**config.mk**
```make
export PLATFORM = sky130hd
export DESIGN_NAME = writeback_stage_flat
export DESIGN_NICKNAME = d
export VERILOG_FILES = /design/src/rtl/writeback_stage_if.sv /design/src/rtl/writeback_stage.sv /design/src/flat_wrapper.sv
export SDC_FILE = /design/constraint.sdc
export NUM_CORES = 1
export LEC_CHECK = 0
export ABC_AREA = 1
export CAP_MARGIN = 10
export CELL_PAD_IN_SITES_DETAIL_PLACEMENT = 1
export CELL_PAD_IN_SITES_GLOBAL_PLACEMENT = 2
export CORE_UTILIZATION = 31
export CTS_CLUSTER_SIZE = 20
export DETAILED_ROUTE_END_ITERATION = 10
export PLACE_DENSITY = 0.75
export SYNTH_ARGS = -nofsm -noshare
export SYNTH_HDL_FRONTEND = slang
export SYNTH_SLANG_ARGS = --single-unit
```
**constraint.sdc**
```tcl
create_clock -name clk -period 5.7 [get_ports clk]
set_clock_uncertainty 0.2 [all_clocks]
set_input_delay 1.14 -clock clk [delete_from_list [all_inputs] [get_ports clk]]
set_output_delay 1.14 -clock clk [all_outputs]
set_load 0.05 [all_outputs]
```
**src/rtl/writeback_stage_if.sv**
```systemverilog
// ----------------------------------------------------------------------------
// writeback_stage_if
// Purpose : bundles the ALU result stream, the load-return stream and the
//           registered register-file write port of the writeback stage.
// Signals : alu_valid/alu_ready/alu_wr_addr/alu_ppp/alu_data - ALU results
//           ld_valid/ld_wr_addr/ld_ppp/ld_data              - load returns
//           wen/wr_addr/PPP_sel/data_in                     - RF write port
//           fwd_valid/fwd_addr/fwd_ppp/fwd_data             - forwarding copy
//                                                  (only with WB_FWD_EN)
// Modports: master - pipeline/environment side, slave - writeback stage.
// Macro   : WB_FWD_EN adds the forwarding signals.
// ----------------------------------------------------------------------------
interface writeback_stage_if #(
   parameter int unsigned DATA_WIDTH = 64,
   parameter int unsigned ADDR_WIDTH = 5
);
   logic                  alu_valid;
   logic                  alu_ready;
   logic [ADDR_WIDTH-1:0] alu_wr_addr;
   logic [2:0]            alu_ppp;
   logic [DATA_WIDTH-1:0] alu_data;

   logic                  ld_valid;
   logic [ADDR_WIDTH-1:0] ld_wr_addr;
   logic [2:0]            ld_ppp;
   logic [DATA_WIDTH-1:0] ld_data;

   logic                  wen;
   logic [ADDR_WIDTH-1:0] wr_addr;
   logic [2:0]            PPP_sel;
   logic [DATA_WIDTH-1:0] data_in;

`ifdef WB_FWD_EN
   logic                  fwd_valid;
   logic [ADDR_WIDTH-1:0] fwd_addr;
   logic [2:0]            fwd_ppp;
   logic [DATA_WIDTH-1:0] fwd_data;

   modport master (
      output alu_valid, alu_wr_addr, alu_ppp, alu_data,
      output ld_valid, ld_wr_addr, ld_ppp, ld_data,
      input  alu_ready, wen, wr_addr, PPP_sel, data_in,
      input  fwd_valid, fwd_addr, fwd_ppp, fwd_data
   );

   modport slave (
      input  alu_valid, alu_wr_addr, alu_ppp, alu_data,
      input  ld_valid, ld_wr_addr, ld_ppp, ld_data,
      output alu_ready, wen, wr_addr, PPP_sel, data_in,
      output fwd_valid, fwd_addr, fwd_ppp, fwd_data
   );
`else
   modport master (
      output alu_valid, alu_wr_addr, alu_ppp, alu_data,
      output ld_valid, ld_wr_addr, ld_ppp, ld_data,
      input  alu_ready, wen, wr_addr, PPP_sel, data_in
   );

   modport slave (
      input  alu_valid, alu_wr_addr, alu_ppp, alu_data,
      input  ld_valid, ld_wr_addr, ld_ppp, ld_data,
      output alu_ready, wen, wr_addr, PPP_sel, data_in
   );
`endif
endinterface

```
**src/rtl/writeback_stage.sv**
```systemverilog
// ----------------------------------------------------------------------------
// writeback_stage
// Purpose : arbitrates load returns and in-order ALU results onto a single
//           registered register-file write port. Loads have no backpressure
//           and always win; ALU results that lose arbitration are parked in a
//           small circular FIFO and drained in acceptance order.
// Ports   : clk   - clock, all state on rising edge
//           reset - asynchronous, active-low reset
//           bus   - writeback_stage_if.slave (ALU in, load in, RF write out)
// Params  : DATA_WIDTH, ADDR_WIDTH, FIFO_DEPTH (power of two, >= 2)
// Macro   : WB_FWD_EN - drive the fwd_* forwarding copy of the RF write port.
// ----------------------------------------------------------------------------
module writeback_stage #(
   parameter int unsigned DATA_WIDTH = 64,
   parameter int unsigned ADDR_WIDTH = 5,
   parameter int unsigned FIFO_DEPTH = 2
) (
   input logic              clk,
   input logic              reset,
   writeback_stage_if.slave bus
);

   localparam int unsigned PTR_W = (FIFO_DEPTH > 1) ? $clog2(FIFO_DEPTH) : 1;
   localparam int unsigned CNT_W = $clog2(FIFO_DEPTH + 1);
   localparam logic [CNT_W-1:0] CNT_FULL = CNT_W'(FIFO_DEPTH);

   typedef struct packed {
      logic [ADDR_WIDTH-1:0] addr;
      logic [2:0]            ppp;
      logic [DATA_WIDTH-1:0] data;
   } wb_entry_t;

   wb_entry_t             mem [FIFO_DEPTH];
   logic [PTR_W-1:0]      rd_ptr;
   logic [PTR_W-1:0]      wr_ptr;
   logic [CNT_W-1:0]      count;

   logic                  wen_q;
   logic [ADDR_WIDTH-1:0] wr_addr_q;
   logic [2:0]            ppp_q;
   logic [DATA_WIDTH-1:0] data_q;

   wb_entry_t             alu_entry;
   wb_entry_t             ld_entry;
   wb_entry_t             sel_entry;
   logic                  alu_ready_c;
   logic                  alu_acc;
   logic                  sel;
   logic                  push;
   logic                  pop;

   // Ready depends only on the registered count; gating with reset keeps the
   // producer stalled while reset is held and lets it see ready on the first
   // edge after release.
   assign alu_ready_c = reset && (count != CNT_FULL);
   assign alu_acc     = bus.alu_valid && alu_ready_c;

   assign alu_entry = '{addr: bus.alu_wr_addr, ppp: bus.alu_ppp, data: bus.alu_data};
   assign ld_entry  = '{addr: bus.ld_wr_addr,  ppp: bus.ld_ppp,  data: bus.ld_data};

   // Source select: load, then FIFO head, then ALU bypass when the FIFO is empty.
   always_comb begin
      sel       = 1'b0;
      push      = 1'b0;
      pop       = 1'b0;
      sel_entry = alu_entry;
      if (bus.ld_valid) begin
         sel       = 1'b1;
         sel_entry = ld_entry;
         push      = alu_acc;
      end else if (count != '0) begin
         sel       = 1'b1;
         pop       = 1'b1;
         sel_entry = mem[rd_ptr];
         push      = alu_acc;
      end else if (alu_acc) begin
         sel       = 1'b1;
         sel_entry = alu_entry;
      end
   end

   // FIFO payload storage; validity is tracked by count, so no reset needed.
   always_ff @(posedge clk) begin
      if (push) begin
         mem[wr_ptr] <= alu_entry;
      end
   end

   // FIFO pointers and occupancy; pointers wrap naturally (power-of-two depth).
   always_ff @(posedge clk or negedge reset) begin
      if (!reset) begin
         rd_ptr <= '0;
         wr_ptr <= '0;
         count  <= '0;
      end else begin
         if (push) begin
            wr_ptr <= wr_ptr + PTR_W'(1);
         end
         if (pop) begin
            rd_ptr <= rd_ptr + PTR_W'(1);
         end
         case ({push, pop})
            2'b10:   count <= count + CNT_W'(1);
            2'b01:   count <= count - CNT_W'(1);
            default: count <= count;
         endcase
      end
   end

   // Registered RF write port; register 0 is consumed without a write enable.
   always_ff @(posedge clk or negedge reset) begin
      if (!reset) begin
         wen_q     <= 1'b0;
         wr_addr_q <= '0;
         ppp_q     <= '0;
         data_q    <= '0;
      end else if (sel) begin
         wen_q     <= (sel_entry.addr != '0);
         wr_addr_q <= sel_entry.addr;
         ppp_q     <= sel_entry.ppp;
         data_q    <= sel_entry.data;
      end else begin
         wen_q     <= 1'b0;
      end
   end

   assign bus.alu_ready = alu_ready_c;
   assign bus.wen       = wen_q;
   assign bus.wr_addr   = wr_addr_q;
   assign bus.PPP_sel   = ppp_q;
   assign bus.data_in   = data_q;

`ifdef WB_FWD_EN
   // Forwarding network sees exactly what the RF is being written with.
   assign bus.fwd_valid = wen_q;
   assign bus.fwd_addr  = wr_addr_q;
   assign bus.fwd_ppp   = ppp_q;
   assign bus.fwd_data  = data_q;
`endif

endmodule

```
**src/flat_wrapper.sv**
```systemverilog
// flat-port wrapper written by rule: the top's interface ports become plain ports
module writeback_stage_flat 
#(
   parameter int unsigned DATA_WIDTH = 64,
   parameter int unsigned ADDR_WIDTH = 5,
   parameter int unsigned FIFO_DEPTH = 2
)
  (clk, reset, bus_alu_valid, bus_alu_wr_addr, bus_alu_ppp, bus_alu_data, bus_ld_valid, bus_ld_wr_addr, bus_ld_ppp, bus_ld_data, bus_alu_ready, bus_wen, bus_wr_addr, bus_PPP_sel, bus_data_in);
  writeback_stage_if #(.DATA_WIDTH(DATA_WIDTH), .ADDR_WIDTH(ADDR_WIDTH)) bus_i ();
  input logic clk;
  input logic reset;
  input wire logic [$bits(bus_i.alu_valid)-1:0] bus_alu_valid;
  input wire logic [$bits(bus_i.alu_wr_addr)-1:0] bus_alu_wr_addr;
  input wire logic [$bits(bus_i.alu_ppp)-1:0] bus_alu_ppp;
  input wire logic [$bits(bus_i.alu_data)-1:0] bus_alu_data;
  input wire logic [$bits(bus_i.ld_valid)-1:0] bus_ld_valid;
  input wire logic [$bits(bus_i.ld_wr_addr)-1:0] bus_ld_wr_addr;
  input wire logic [$bits(bus_i.ld_ppp)-1:0] bus_ld_ppp;
  input wire logic [$bits(bus_i.ld_data)-1:0] bus_ld_data;
  output wire logic [$bits(bus_i.alu_ready)-1:0] bus_alu_ready;
  output wire logic [$bits(bus_i.wen)-1:0] bus_wen;
  output wire logic [$bits(bus_i.wr_addr)-1:0] bus_wr_addr;
  output wire logic [$bits(bus_i.PPP_sel)-1:0] bus_PPP_sel;
  output wire logic [$bits(bus_i.data_in)-1:0] bus_data_in;
  assign bus_i.alu_valid = bus_alu_valid;
  assign bus_i.alu_wr_addr = bus_alu_wr_addr;
  assign bus_i.alu_ppp = bus_alu_ppp;
  assign bus_i.alu_data = bus_alu_data;
  assign bus_i.ld_valid = bus_ld_valid;
  assign bus_i.ld_wr_addr = bus_ld_wr_addr;
  assign bus_i.ld_ppp = bus_ld_ppp;
  assign bus_i.ld_data = bus_ld_data;
  assign bus_alu_ready = bus_i.alu_ready;
  assign bus_wen = bus_i.wen;
  assign bus_wr_addr = bus_i.wr_addr;
  assign bus_PPP_sel = bus_i.PPP_sel;
  assign bus_data_in = bus_i.data_in;
  writeback_stage #(.DATA_WIDTH(DATA_WIDTH), .ADDR_WIDTH(ADDR_WIDTH), .FIFO_DEPTH(FIFO_DEPTH)) u_core (.clk(clk), .reset(reset), .bus(bus_i));
endmodule
```
==> impl_metrics.toml, run 1 <==
[placed_design]
place_congestion = 0.711
port_buffers = 221
hpwl_um = 16000

[status]
outcome = "finished, final reports clean"

[setup_path]
critPathArrivalTime_ns = 2.35
crit_chain = "buf_4 > a21boi_2 > clkdlybuf4s50_1"
path_class = "input pin to output pin"
critPathMaxFanout = 2
r2r_setup_slack_ns = 2.93
crit_required_ns = 4.36
crit_family = "buffers and inverters"
worst-path-buf-inv = 2
cpMaxStageDelayCell = "clkdlybuf4s50_1"
slowest_delay_ns = 0.86
worstSetupStartpointType = "input pin"
cp-end-kind = "output pin"

[detailed_routing]
route.met2.wl_um = 12700
drtIter0Drc = 239
routed.top_layer = "met4"
vias_per_cell = 4.73
vias = 6931
met1_length_um = 12000
drcViolationCount = 0
avgRoutedWirePerCell_um = 18.0
first_pass_iters = 5
met3WireLength_um = 1250
drt_wl_total_um = 26400
ant_nets = 0

[logic_synthesis]
seq_area_frac_synth_pct = 68.0
yosysTopAreaCellShare_pct = 47.1
yosys-top-cells-area = "edfxtp_1, dfrtp_1, nand2_1"
synth_fp_nets = 1001
synth-async-reset-ratio_pct = 34.8
yosysUniqueCellTypes = 28
yosysTopAreaCell = "edfxtp_1"
yosysMostFrequentCell = "nand2_1"
synth_flop_cell = "edfxtp_1"
synth.cells.most_frequent = "nand2_1, edfxtp_1, dfrtp_1, nor2_1, a31oi_1"
synth_edf_count = 144
yosys_register_bits = 221
netlist_area_um2 = 9190
synth_warnings = 0
synthesis.area_per_instance_um2 = 10.8
syn_inst = 852

[timing]
fmax_ghz = 0.271
fin_crit_sh_pct = 64.8
worst-slew-pin-transition_ns = 1.11
period_minus_slack_ns = 3.69
finalSetupViolCount = 0
setup_tns_ns = 0
rsz0062_at_grt = "false"
slew_viol_final = 0
max_slew_margin_pct = 26.2
hold_viol = 0

[floorplan]
die-area_um2 = 30300
ios = 222
coreArea_um2 = 28900
die_width_um = 174
row_count = 62
start_util_pct = 31.7
die_height_um = 174

[global_routing]
antenna_found_initial = 2
grt_pass1_vias = 7384
grt_max_degree = 87
gr-usage-all-layers_pct = 17.7
grt_pass1_wl_um = 42100
overflow = 0

[power]
powerDensity_nw_per_um2 = 543
power_mw = 6.83
p_leak_nw = 4.97
vdd_ir_drop_max_v = 0.000253

[clock_network]
clk_path_buf_depth = 3
cts_hold_buf = 0
cts_max_level = 1
path_clk_slew_ns = 0.05
cts_tree = "built"
root_buffer = "clkbuf_16"
cts_inserted_buffers = 26
cts.sinks = 221
cts_setup_buffers = 0
cts-resized-gates = 0
clkLatencyLatePin_ns = 0.51

[finish]
final_nets = 1210
areaGrowthSynthToFinish_pct = 37.1
drive_gt1_share_pct = 6.20

[min_path]
hp-class = "flop to flop"

[run]
drv_cap = 0
-- where the power goes --
group	internal, mW	switching [mW]	total, mW
registers	2.14	0.200	2.34
logic	0.884	1.94	2.82
clock network	1.03	0.637	1.67
total	4.06	2.77	6.83
-- per-stage QoR --
stage / utilization [%] / area, um2 / hold WS (ns) / instances / setup WS [ns]
2_1_floorplan: - / 9190 / 0.324 / 852 / 1.13
3_3_place_gp: 40.5 / 11700 / 0.275 / 1417 / 2.01
3_5_place_dp: 40.5 / 11700 / 0.283 / 1417 / 2.03
4_1_cts: 43.5 / 12600 / 0.296 / 1465 / 2.02
5_1_grt: 43.5 / 12600 / 0.312 / 1465 / 1.98
6_report: 43.5 / 12600 / 0.290 / 1466 / 2.01
-- layout by cell type, fill, tap and decap left out, types with 3 or more instances in the layout --
| master | count |
|---|---|
| buf_4 | 14 |
| a22oi_1 | 39 |
| dfrtp_1 | 76 |
| clkbuf_16 | 28 |
| edfxtp_1 | 144 |
| nand3_1 | 5 |
| inv_2 | 3 |
| clkdlybuf4s50_1 | 219 |
| inv_1 | 8 |
| o21a_1 | 15 |
| nand4_1 | 15 |
| nor2_4 | 4 |
| a21boi_0 | 13 |
| clkinv_2 | 6 |
| clkbuf_8 | 4 |
| a31oi_1 | 52 |
| nand2_1 | 346 |
| nor2_1 | 62 |
| o21ai_1 | 4 |
| clkbuf_1 | 7 |
-- logic make-up (layout without fill, tap and decap cells) --
family	Yosys count	after routing	synth area share [%]
XOR/XNOR	3	3	0.286
adder cells (fa/ha/maj)	1	1	0.136
buffers and inverters	64	293	3.46
flip-flops	221	221	68.0
AND/OR/NAND/NOR	435	435	18.5
other	0	1	0
AO/OA/AOI/OAI	128	128	9.58
-- worst reg2reg max path: cells and delay by family (launching register included) --
family | cells | cell delay [ns]
buffers and inverters | 3 | 1.01
AND/OR/NAND/NOR | 3 | 0.37
flip-flops | 1 | 0.48
AO/OA/AOI/OAI | 1 | 0.24
-- layer usage --
layer / vias up / GRT usage (%)
li1: 3359 / -
met1: 3376 / 23.4
met2: 165 / 30.1
met3: 31 / 3.26
met4: 0 / 3.58
met5: - / 0
-- flip-flops by register name, summed over array words and instances (netlist names) --
name                count
u_core.bus.PPP_sel      3
u_core.bus.data_in     64
u_core.bus.wen          1
u_core.bus.wr_addr      5
u_core.count            2
u_core.mem            144
u_core.rd_ptr           1
u_core.wr_ptr           1
-- worst paths after layout --
| check | startpoint | to | depth (start not counted) |
|---|---|---|---|
| setup / recovery | reset | bus_alu_ready | 3 |
| hold / removal | u_core.bus.data_in[33] | u_core.bus.data_in[33] | 1 |
| setup reg to reg | u_core.count[0] | u_core.mem[1][36] | 7 |
| hold reg to reg | u_core.bus.data_in[33] | u_core.bus.data_in[33] | 1 |
| max in group asynchronous | reset | u_core.bus.data_in[27] | 3 |
| min in group asynchronous | reset | u_core.bus.data_in[14] | 2 |
-- layout make-up --
cell class | instances | area (um2)
Antenna cell | 1 | 2.50
Clock buffer | 39 | 782
Clock inverter | 9 | 93.8
Fill cell | 3150 | 16300
Inverter | 11 | 41.3
Multi-Input combinational cell | 567 | 2640
Sequential cell | 221 | 6250
Tap cell | 384 | 480
Timing Repair Buffer | 234 | 2300
Power figures use the tool's default switching activity.
==> run 2, diff against run 1 <==
clock period = 3.8 ns   (was 5.7 ns; I/O delays follow)
==> run 2 against run 1 <==
  * Sequential power is 50% higher
  * Setup slack worse by 1.3 ns
  * Register-to-register slack worse by 1.5 ns
  * Core utilization is 0.11 points lower
  * Worst hold slack worse by 0.062 ns
  * First-iteration DRC count is 21% higher
  * Final area is 0.25% lower
  * Via count is 0.92% higher
  * Die area stayed put
  * Critical path type is now flop to output pin
  * Highest routed layer unchanged
==> impl_metrics.toml, run 2 (synthesis gave the netlist of run 1 again) <==
[floorplan]
start_util_pct = 31.7
die_height_um = 174
die_width_um = 174
row_count = 62
ios = 222
coreArea_um2 = 28900
die-area_um2 = 30300

[global_routing]
antenna_found_initial = 1
grt_pass1_vias = 7588
overflow = 0
grt_max_degree = 74
grt_pass1_wl_um = 42800
gr-usage-all-layers_pct = 18.0

[placed_design]
hpwl_um = 16900
port_buffers = 221
dp_slack_ns = 0.800
place_congestion = 0.710

[finish]
areaGrowthSynthToFinish_pct = 36.7
final_nets = 1215
drive_gt1_share_pct = 6.17
mostFrequentLayoutCells = "nand2_1, clkdlybuf4s50_1, edfxtp_1"
top_register = "u_core.mem"
layout_commonest_cell = "nand2_1"
largest_register_ffs = 144

[power]
power_frac_comb_pct = 42.5
powerDensity_nw_per_um2 = 801
power_switching_share_pct = 41.4
p_int_mw = 5.89
p_leak_nw = 4.95
switchingPower_mw = 4.17
vdd_ir_drop_max_v = 0.000375
pwr-share-seq_pct = 34.8
power_mw = 10.1
power.share.clock_pct = 22.8

[clock_network]
cts_inserted_buffers = 26
clk_path_buf_depth = 3
cts.sinks = 221
clkLatencyLatePin_ns = 0.52
cts_hold_buf = 0
path_clk_slew_ns = 0.06
cts_setup_buffers = 0
cts-resized-gates = 0
root_buffer = "clkbuf_16"
cts_max_level = 1
cts_tree = "built"

[setup_path]
worstSetupStartpointType = "flop"
timing.rr.start = "u_core.count[0]"
critPathMaxFanout = 5
endpoint = "bus_alu_ready"
cp-end-kind = "output pin"
timing.rr.end = "u_core.mem[1][44]"
crit_required_ns = 2.84
critPathArrivalTime_ns = 2.18
reg2reg_depth = 7
crit_start = "u_core.count[0]"
path_class = "flop to output pin"
r2r_setup_slack_ns = 1.39

[detailed_routing]
first_pass_iters = 4
drcViolationCount = 0
vias = 6995
drt_wl_total_um = 26700
drtIter0Drc = 290
avgRoutedWirePerCell_um = 18.1
vias_per_cell = 4.76
ant_nets = 0

[timing]
fin_ws_ns = 0.660
fmax_ghz = 0.318
slew_viol_final = 0
finalSetupViolCount = 0
rsz0062_at_grt = "false"
worst-slew-pin-transition_ns = 0.889
max_slew_margin_pct = 40.7
hold_viol = 0
period_minus_slack_ns = 3.14
fin_crit_sh_pct = 82.6

[min_path]
hp-class = "input pin to async pin"

[run]
drv_cap = 0

[status]
outcome = "finished, final reports clean"
run 2: changes by cell type in the layout (fill, tap and decap cells not counted), sizes merged:
| cell | change |
|---|---|
| buf | +5 |
| bufinv | -2 |
| clkinv | +2 |
run 2: worst min path at each step:
| stage | from | slack (ns) | endpoint |
|---|---|---|---|
| 4_1_cts | reset | 0.24 | u_core.bus.data_in[9] |
| 2_1_floorplan | reset | 0.26 | u_core.bus.PPP_sel[0] |
| 3_5_place_dp | u_core.bus.data_in[36] | 0.28 | u_core.bus.data_in[36] |
| 6_report | reset | 0.23 | u_core.bus.data_in[23] |
| 5_1_grt | reset | 0.27 | u_core.bus.data_in[9] |
| 3_3_place_gp | u_core.bus.data_in[29] | 0.27 | u_core.bus.data_in[29] |
run 2: final cells by class:
type,instances,area [um2]
diodes,1,2.50
clock inverters,9,41.3
flip-flops and latches,221,6250
fillers,3185,16400
inverters,11,41.3
repair buffers,239,2360
clock buffers,39,741
well taps,384,480
multi-input cells,567,2640
run 2: power by group through the flow:
stage / sequential, mW / combinational, mW / clock (mW)
CTS: 3.51 / 4.36 / 2.36
floorplan: 4.91 / 1.39 / 0
global placement: 3.54 / 4.30 / 0
global route: 3.59 / 4.62 / 2.46
finish: 3.50 / 4.27 / 2.29
detailed placement: 3.55 / 4.34 / 0
run 2: metal layers:
metal  part of all wire [%]  global-route usage (%)
met2                     47                    30.2
met5                      0                       0
met3                    5.1                    3.22
met1                     46                    24.3
met4                    1.5                    3.76
run 2: critical path: stages (launching register included):
cell and delay, ns:
dfrtp_1 0.48, inv_2 0.06, a21boi_2 0.26, clkdlybuf4s50_1 0.86
run 2: through the flow:
step           TNS [ns]  utilization [%]  std cells  instance area [um2]  hold slack (ns)
2_1_floorplan    -54.47                -        852                 9190            0.264
6_report              0             43.4       1471                12600            0.228
3_5_place_dp          0             40.7       1422                11800            0.280
4_1_cts               0             43.4       1470                12600            0.239
3_3_place_gp          0             40.7       1422                11800            0.274
5_1_grt               0             43.4       1471                12600            0.271
